`src/rtl/uart_rx_deframer.sv`:
```
// UART receive deframer: a 2-flop synchroniser, a start/data/parity/stop FSM and a one-entry valid/ack holding register.
// Defining UART_RX_MAJORITY_VOTE_EN makes each bit a 2-of-3 vote around its nominal sample tick.
module uart_rx_deframer #(
  parameter int DATA_BITS   = 8,
  parameter int PARITY_MODE = 0,
  parameter int STOP_BITS   = 1,
  parameter int OVERSAMPLE  = 16
) (
  input  logic                 baud_clk,
  input  logic                 rst,
  input  logic                 data_tx,
  input  logic                 rx_ack,
  output logic [DATA_BITS-1:0] rx_data,
  output logic                 rx_valid,
  output logic                 parity_err,
  output logic                 frame_err,
  output logic                 overrun_err,
  output logic                 active_flag
);

  // state  | meaning
  // IDLE   | line idle, waiting for s = 0
  // START  | timing to the start-bit centre, rejecting false starts
  // DATA   | sampling DATA_BITS data bits, LSB first
  // PARITY | sampling the parity bit
  // STOP   | sampling STOP_BITS stop bits
  // DONE   | frame complete, holding register update
  // BREAK  | last stop bit was low, waiting for the line to go high
  typedef enum logic [2:0] {IDLE, START, DATA, PARITY, STOP, DONE, BREAK} state_t;

  localparam int TW = $clog2(OVERSAMPLE);
  localparam int BW = $clog2(DATA_BITS + 1);
  localparam logic [TW-1:0] HALF_M1 = TW'(OVERSAMPLE / 2 - 1);
  localparam logic [TW-1:0] FULL_M1 = TW'(OVERSAMPLE - 1);
  localparam logic [BW-1:0] DATA_M1 = BW'(DATA_BITS - 1);
  localparam logic [BW-1:0] STOP_M1 = BW'(STOP_BITS - 1);

  state_t state, state_nxt;

  logic sync1, s, bit_val;
  logic [TW-1:0] tick_cnt, tick_ld_val;
  logic [BW-1:0] bit_cnt, bit_ld_val;
  logic tick_tc, tick_ld, bit_ld, bit_dec;
  logic shift_en, par_en, stop_en, frame_clr, complete;
  logic [DATA_BITS-1:0] shreg;
  logic par_bad, frm_bad, last_stop, par_mismatch;

  always_ff @(posedge baud_clk or posedge rst) begin
    if (rst) begin
      sync1 <= 1'b1;
      s     <= 1'b1;
    end else begin
      sync1 <= data_tx;
      s     <= sync1;
    end
  end

`ifdef UART_RX_MAJORITY_VOTE_EN
  // sync1 already holds the value s takes on the next edge, so the +1 sample
  // is available at the nominal tick without moving the decision point.
  logic s_prev;

  always_ff @(posedge baud_clk or posedge rst) begin
    if (rst) s_prev <= 1'b1;
    else     s_prev <= s;
  end

  assign bit_val = (s_prev & s) | (s_prev & sync1) | (s & sync1);
`else
  assign bit_val = s;
`endif

  assign tick_tc     = (tick_cnt == '0);
  assign active_flag = (state != IDLE);

  always_ff @(posedge baud_clk or posedge rst) begin
    if (rst) state <= IDLE;
    else     state <= state_nxt;
  end

  always_comb begin
    state_nxt   = state;
    tick_ld     = 1'b0;
    tick_ld_val = FULL_M1;
    bit_ld      = 1'b0;
    bit_ld_val  = DATA_M1;
    bit_dec     = 1'b0;
    shift_en    = 1'b0;
    par_en      = 1'b0;
    stop_en     = 1'b0;
    frame_clr   = 1'b0;
    complete    = 1'b0;
    case (state)
      IDLE: begin
        if (!s) begin
          state_nxt   = START;
          tick_ld     = 1'b1;
          tick_ld_val = HALF_M1;
        end
      end
      START: begin
        if (tick_tc) begin
          if (bit_val) begin
            state_nxt = IDLE;
          end else begin
            state_nxt  = DATA;
            tick_ld    = 1'b1;
            bit_ld     = 1'b1;
            bit_ld_val = DATA_M1;
            frame_clr  = 1'b1;
          end
        end
      end
      DATA: begin
        if (tick_tc) begin
          shift_en = 1'b1;
          tick_ld  = 1'b1;
          if (bit_cnt == '0) begin
            state_nxt  = (PARITY_MODE != 0) ? PARITY : STOP;
            bit_ld     = 1'b1;
            bit_ld_val = STOP_M1;
          end else begin
            bit_dec = 1'b1;
          end
        end
      end
      PARITY: begin
        if (tick_tc) begin
          par_en     = 1'b1;
          tick_ld    = 1'b1;
          state_nxt  = STOP;
          bit_ld     = 1'b1;
          bit_ld_val = STOP_M1;
        end
      end
      STOP: begin
        if (tick_tc) begin
          stop_en = 1'b1;
          tick_ld = 1'b1;
          if (bit_cnt == '0) state_nxt = DONE;
          else               bit_dec   = 1'b1;
        end
      end
      DONE: begin
        complete  = 1'b1;
        state_nxt = last_stop ? IDLE : BREAK;
      end
      BREAK: begin
        if (s) state_nxt = IDLE;
      end
      default: state_nxt = IDLE;
    endcase
  end

  always_ff @(posedge baud_clk or posedge rst) begin
    if (rst) begin
      tick_cnt <= '0;
      bit_cnt  <= '0;
    end else begin
      if (tick_ld)      tick_cnt <= tick_ld_val;
      else if (!tick_tc) tick_cnt <= tick_cnt - TW'(1);
      if (bit_ld)       bit_cnt <= bit_ld_val;
      else if (bit_dec) bit_cnt <= bit_cnt - BW'(1);
    end
  end

  always_comb begin
    par_mismatch = 1'b0;
    if (PARITY_MODE == 1)      par_mismatch = ^{shreg, bit_val};
    else if (PARITY_MODE == 2) par_mismatch = ~(^{shreg, bit_val});
  end

  always_ff @(posedge baud_clk or posedge rst) begin
    if (rst) begin
      shreg     <= '0;
      par_bad   <= 1'b0;
      frm_bad   <= 1'b0;
      last_stop <= 1'b1;
    end else begin
      if (frame_clr) begin
        par_bad <= 1'b0;
        frm_bad <= 1'b0;
      end
      if (shift_en) shreg <= {bit_val, shreg[DATA_BITS-1:1]};
      if (par_en)   par_bad <= par_mismatch;
      if (stop_en) begin
        last_stop <= bit_val;
        if (!bit_val) frm_bad <= 1'b1;
      end
    end
  end

  // An ack on the completion edge frees the slot, so the new word loads without overrun.
  always_ff @(posedge baud_clk or posedge rst) begin
    if (rst) begin
      rx_data     <= '0;
      rx_valid    <= 1'b0;
      parity_err  <= 1'b0;
      frame_err   <= 1'b0;
      overrun_err <= 1'b0;
    end else if (complete && (!rx_valid || rx_ack)) begin
      rx_data     <= shreg;
      parity_err  <= par_bad;
      frame_err   <= frm_bad;
      rx_valid    <= 1'b1;
      overrun_err <= 1'b0;
    end else if (complete) begin
      overrun_err <= 1'b1;
    end else if (rx_ack && rx_valid) begin
      rx_valid    <= 1'b0;
      overrun_err <= 1'b0;
    end
  end

endmodule

```
`config.mk`:
```
export PLATFORM = sky130hd
export DESIGN_NAME = uart_rx_deframer
export DESIGN_NICKNAME = d
export VERILOG_FILES = /design/src/rtl/uart_rx_deframer.sv
export SDC_FILE = /design/constraint.sdc
export NUM_CORES = 1
export LEC_CHECK = 0
export ABC_AREA = 1
export CORE_ASPECT_RATIO = 0.6
export CORE_MARGIN = 1.5
export CORE_UTILIZATION = 37
export CTS_CLUSTER_SIZE = 24
export DETAILED_ROUTE_END_ITERATION = 6
export SLEW_MARGIN = 20
export SYNTH_ARGS = -nofsm -noshare
export SYNTH_HDL_FRONTEND = slang
export SYNTH_SLANG_ARGS = --single-unit
```
`constraint.sdc`:
```
create_clock -name baud_clk -period 3.6 [get_ports baud_clk]
set_clock_uncertainty 0.1 [all_clocks]
set_input_delay 0.9 -clock baud_clk [delete_from_list [all_inputs] [get_ports baud_clk]]
set_output_delay 0.9 -clock baud_clk [all_outputs]
set_load 0.05 [all_outputs]
```
# Yosys cells after proc, flatten, opt, wreduce, memory -nomap -nowiden

Cells that the tools add are included.

Bits in registers: 36
Bits of input ports: 4
Word-level logic and storage cells: 94
Output and inout port bits: 13

Add/subtract/negate cells: 2
Mux-type cells: 46
Equality and inequality tests: 16
Reductions and logical operators: 16

Operator list:

| operator            | number |
|---|---|
| $mux 3              | 12 |
| $mux 4              | 6 |
| $mux 1              | 23 |
| $pmux 3 s7          | 1 |
| $ne 2x2->1 const B  | 8 |
| $eq 3x3->1 const B  | 3 |
| $logic_not 4->1     | 2 |
| $reduce_and 8->1    | 1 |
| $sub 4x1->4 const B | 2 |
| $eq 3x2->1 const B  | 2 |
| $pmux 1 s3          | 2 |
| $pmux 3 s2          | 1 |
| $reduce_bool 2->1   | 3 |
| $reduce_bool 3->1   | 2 |
| $ne 2x1->1 const B  | 2 |
| $eq 3x1->1 const B  | 1 |
| $logic_not 3->1     | 1 |
| $reduce_or 3->1     | 1 |
| $logic_and 1x1->1   | 2 |
| $mux 2              | 1 |
| $reduce_and 2->1    | 1 |
| $reduce_or 2->1     | 1 |
| $logic_not 1->1     | 1 |
| $logic_or 1x1->1    | 1 |

# Longest topological paths before layout

Word-level depth: 6
Mapped depth: 10
Mapped depth without buffers: 10

# Worst setup path before layout

Ideal clock, no wire load.

Kind: reg-to-output
Start: register state[1]
End: output active_flag
Data arrival time: 0.936 ns
Path buffers: 1
Stages on the path, launching flop included: 4
Data required time: 2.600 ns
Path slack: 1.664 ns
Cells stage by stage: dfrtp_1 -> buf_4 -> nor2_2 -> nand2_1

Cells in the longest elaborated chain, start to end: 1

RTL lines:

| what                   | line | text |
|---|---|---|
| start, declared        | 38   | `state_t state, state_nxt;` |
| start signal, assigned | 78   | `else state <= state_nxt;` |
| $reduce_bool 3->1      | 74   | `assign active_flag = (state != IDLE);` |
| end, declared          | 18   | `output logic active_flag` |

Every way passes these cells.

# Worst setup path after layout

Same ends and word-level chain as after synthesis.

==> run summary <==
The wire length of the first global-routing pass came out at 5.03 mm. The synthesized design contains 34 register bits. Of the cells placed in the final design, the portion with a size suffix greater than 1 is 15.2%. The average footprint of a synthesized cell is 8.22 sq um.

The sink count of the clock tree came out at 34. The area added between synthesis and finish came out at 17.5%. The worst slack on hold paths is 0.257 ns. The floorplan step set the die width to 89.7 microns.

In this run the critical register-to-register path is captured at bit_cnt[0]. The worst-case setup margin in the final layout is 0.786 ns. The floorplan die area came out at 0.00494 sq mm. The post-place setup slack is 1.09 ns. The net count after synthesis came out at 209. The overall fraction of global-route tracks in use is 13.3%. The sum of negative setup slack is 0 ns. The worst pin sits at a relative slew slack of 66.2%. The critical path is of the reg2out type.

The largest net degree at the start of global routing is 35. The clock transition at the registers of the reported paths is 0.07 ns. The number of H-tree branching levels is 2. Dividing total power by cell area gives a power density of 744 mW/mm^2. The number of pins with negative max-slew slack in the final report came to 0. In this design, the stage delay of the slowest critical-path cell is 0.81 ns. In the synthesized netlist the async set-or-reset flop fraction comes to 100%. The total routed wirelength came out at 3.10 mm. The number of enable flip-flop cells after synthesis is 0. Dividing the detail-routed via count by the number of cells gives 4.51. The final standard cell utilization of the core is 46.6%. The required time of the worst setup path came out at 2.60 ns. The slowest stage of the critical path belongs to the cell sky130_fd_sc_hd__clkdlybuf4s50_1. In this run, the number of DRC markers left after iteration 0 of detailed routing was 99. After clock tree synthesis, the flow added hold-fix buffers numbering 0. Global routing finished with a remaining overflow of 0. Tracing the worst setup path back leads to its startpoint at state[1].

The number of distinct library cells after synthesis came out at 26. The most critical setup path has its endpoint at active_flag. The count of warnings emitted by yosys is 0.

Buffers inserted during clock tree synthesis total 5. The register-to-register path setup slack came out at 1.94 ns. The area inside the core boundary is 0.00421 sq mm. The clock insertion delay at the later pin of the skew report is 0.28 ns. The largest fanout on the critical path is 8. The path depth of the worst reg2reg path came out at 9. The flow ran to the end, and the final reports show no timing, DRC or antenna violations.

The worst hold path class is reg2reg. The root buffer cell chosen for the clock tree is sky130_fd_sc_hd__clkbuf_8. No sink is reached through more buffers than the 2 on the longest clock path. The share of the clock period used by the worst path is 78.2%. The critical path goes through nor2_2 > nand2_1 > clkdlybuf4s50_1. The via count of the first global-routing pass came out at 1,087.

The post-cts resize count came out at 0. The number of antenna violations at the first check in global routing is 0. The final weighted congestion of routability-driven global placement came out at 0.892. The cell count after synthesis is 203. The reported max-cap violation count is 0. The wire-length estimate of the detail-placed layout is 2.26 mm. The post-route minimum period came out at 2.81 ns. The post-layout instance area came out at 0.00196 sq mm. In this run the post-CTS setup repair buffer count came out at 0. The transition time at the pin with the least slew margin came out at 0.505 ns. Setup repair after global routing left no endpoint under its margin. The number of iterations in the first detailed-routing pass came out at 4. The initial core utilization came out at 39.6%. In this run the static leakage power is 0.958 nW. Setup violations remaining at the end of the flow were counted as 0.

TritonCTS built the clock tree. The portion of the post-synthesis area used by sequential elements came out at 51.2%. In this run the tool buffered the top-level ports with 15 buffer cells. The count of vias placed by the detailed router is 1,277.

Data on the critical path arrives at its endpoint at 1.81 ns. The number of hold violations in the final report came out at 0. The height of the die came out at 55.0 microns. STA classifies the critical path endpoint as a primary output. Based on the critical path, the design can be clocked at up to 355 MHz. The final routed DRC violation total is 0. The I/O pin count is 17.

The count of standard-cell rows is 18. The antenna cell count is 0. The worst setup path is launched from a register. Once placement finished, the instance area stood at 0.00187 sq mm. The synthesized netlist occupies a cell area of 0.00167 sq mm. In this run the critical register-to-register path is launched from tick_cnt[0].

The net count of the finished layout is 228. The most used flip-flop cell after synthesis is sky130_fd_sc_hd__dfrtp_1. VDD sags by at most 0.337 mV.

The count of nets left with antenna violations once routing finished came out at 0. The wire length per cell is 11.0 microns.
-- through the flow --
| stage | total power [W] | cells |
|---|---|---|
| after floorplan | 0.00104 | 203 |
| after global placement | 0.00117 | 275 |
| after detailed placement | 0.00118 | 275 |
| after CTS | 0.00147 | 283 |
| after global routing | 0.00157 | 283 |
| final | 0.00146 | 283 |
-- how the worst min path moves through the flow --
stage | from | endpoint | slack (ns) | cells after the start
after detailed placement | sync1 | bit_val | 0.25 | 0
after global routing | sync1 | bit_val | 0.26 | 0
after CTS | sync1 | bit_val | 0.26 | 0
final | sync1 | bit_val | 0.26 | 0
after floorplan | sync1 | bit_val | 0.25 | 0
after global placement | sync1 | bit_val | 0.25 | 0
-- area by class of cell --
type | instances | area (sq um)
fill | 417 | 2250
timing repair buffer | 16 | 158
multi-input combinational | 131 | 656
clock buffer | 7 | 86.3
sequential | 34 | 855
tap | 60 | 75.1
inverter | 34 | 128
clock inverter | 1 | 5.00
-- layout by cell type, fill, tap and decap left out --
master	count
sky130_fd_sc_hd__a21oi_1	4
sky130_fd_sc_hd__a22o_1	1
sky130_fd_sc_hd__buf_4	1
sky130_fd_sc_hd__clkbuf_1	1
sky130_fd_sc_hd__clkbuf_8	6
sky130_fd_sc_hd__clkdlybuf4s50_1	15
sky130_fd_sc_hd__clkinv_1	1
sky130_fd_sc_hd__clkinv_2	1
sky130_fd_sc_hd__conb_1	1
sky130_fd_sc_hd__dfrtp_1	31
sky130_fd_sc_hd__dfstp_2	3
sky130_fd_sc_hd__ha_1	2
sky130_fd_sc_hd__inv_1	27
sky130_fd_sc_hd__inv_2	6
sky130_fd_sc_hd__nand2_1	57
sky130_fd_sc_hd__nand2_2	4
sky130_fd_sc_hd__nand3_1	13
sky130_fd_sc_hd__nand3_2	1
sky130_fd_sc_hd__nand3b_1	1
sky130_fd_sc_hd__nand4_1	4
sky130_fd_sc_hd__nor2_1	11
sky130_fd_sc_hd__nor2_2	4
sky130_fd_sc_hd__nor3_1	1
sky130_fd_sc_hd__nor3_4	1
sky130_fd_sc_hd__o21ai_0	4
sky130_fd_sc_hd__o21ai_1	13
sky130_fd_sc_hd__o21ai_2	7
sky130_fd_sc_hd__xor2_1	2
-- cell families (layout without fill, tap and decap cells) --
logic type,Yosys count,count (layout),synth area share (%)
compound gates,29,29,10.5
flops,34,34,51.2
fa+ha+maj,2,2,1.50
xor+xnor,2,2,1.05
buf+inv,38,58,9.52
other cells,1,1,0.225
simple gates,97,97,26.0
-- critical path, delay by kind of cell (launching register included) --
kind | cells | cell delay, ns
buffers and inverters | 1 | 0.81
and+or+nand+nor | 2 | 0.20
DFF | 1 | 0.53
-- per-layer routing --
metal | GRT usage [%] | part of all wire (%) | vias to the layer above
li1 | - | - | 673
met1 | 19.5 | 57 | 574
met2 | 18.3 | 38 | 28
met3 | 4.23 | 4.6 | 2
met4 | 4.76 | 0.39 | 0
met5 | 0 | 0 | -
-- synthesized netlist by cell type, types with 2 or more instances --
cell	instances	area share, %
sky130_fd_sc_hd__a21oi_1	4	1.2
sky130_fd_sc_hd__buf_4	2	0.90
sky130_fd_sc_hd__dfrtp_1	31	46
sky130_fd_sc_hd__dfstp_2	3	4.7
sky130_fd_sc_hd__ha_1	2	1.5
sky130_fd_sc_hd__inv_1	27	6.1
sky130_fd_sc_hd__inv_2	6	1.3
sky130_fd_sc_hd__nand2_1	57	13
sky130_fd_sc_hd__nand2_2	4	1.5
sky130_fd_sc_hd__nand3_1	13	3.9
sky130_fd_sc_hd__nand4_1	4	1.5
sky130_fd_sc_hd__nor2_1	11	2.5
sky130_fd_sc_hd__nor2_2	4	1.5
sky130_fd_sc_hd__o21ai_0	4	1.2
sky130_fd_sc_hd__o21ai_1	13	3.9
sky130_fd_sc_hd__o21ai_2	7	3.7
sky130_fd_sc_hd__xor2_1	2	1.0
-- power by group --
| part | internal (W) | switching [W] |
|---|---|---|
| Clock | 0.000154 | 0.000133 |
| Sequential | 0.000478 | 0.0000739 |
| Combinational | 0.000208 | 0.000412 |
-- registers in the layout, indices dropped and copies added (netlist names) --
register     cells
sync1            1
frm_bad          1
shreg            8
bit_cnt          4
last_stop        1
rx_valid         1
state            3
frame_err        1
tick_cnt         4
rx_data          8
overrun_err      1
bit_val          1
Power figures use the tool's default switching activity.
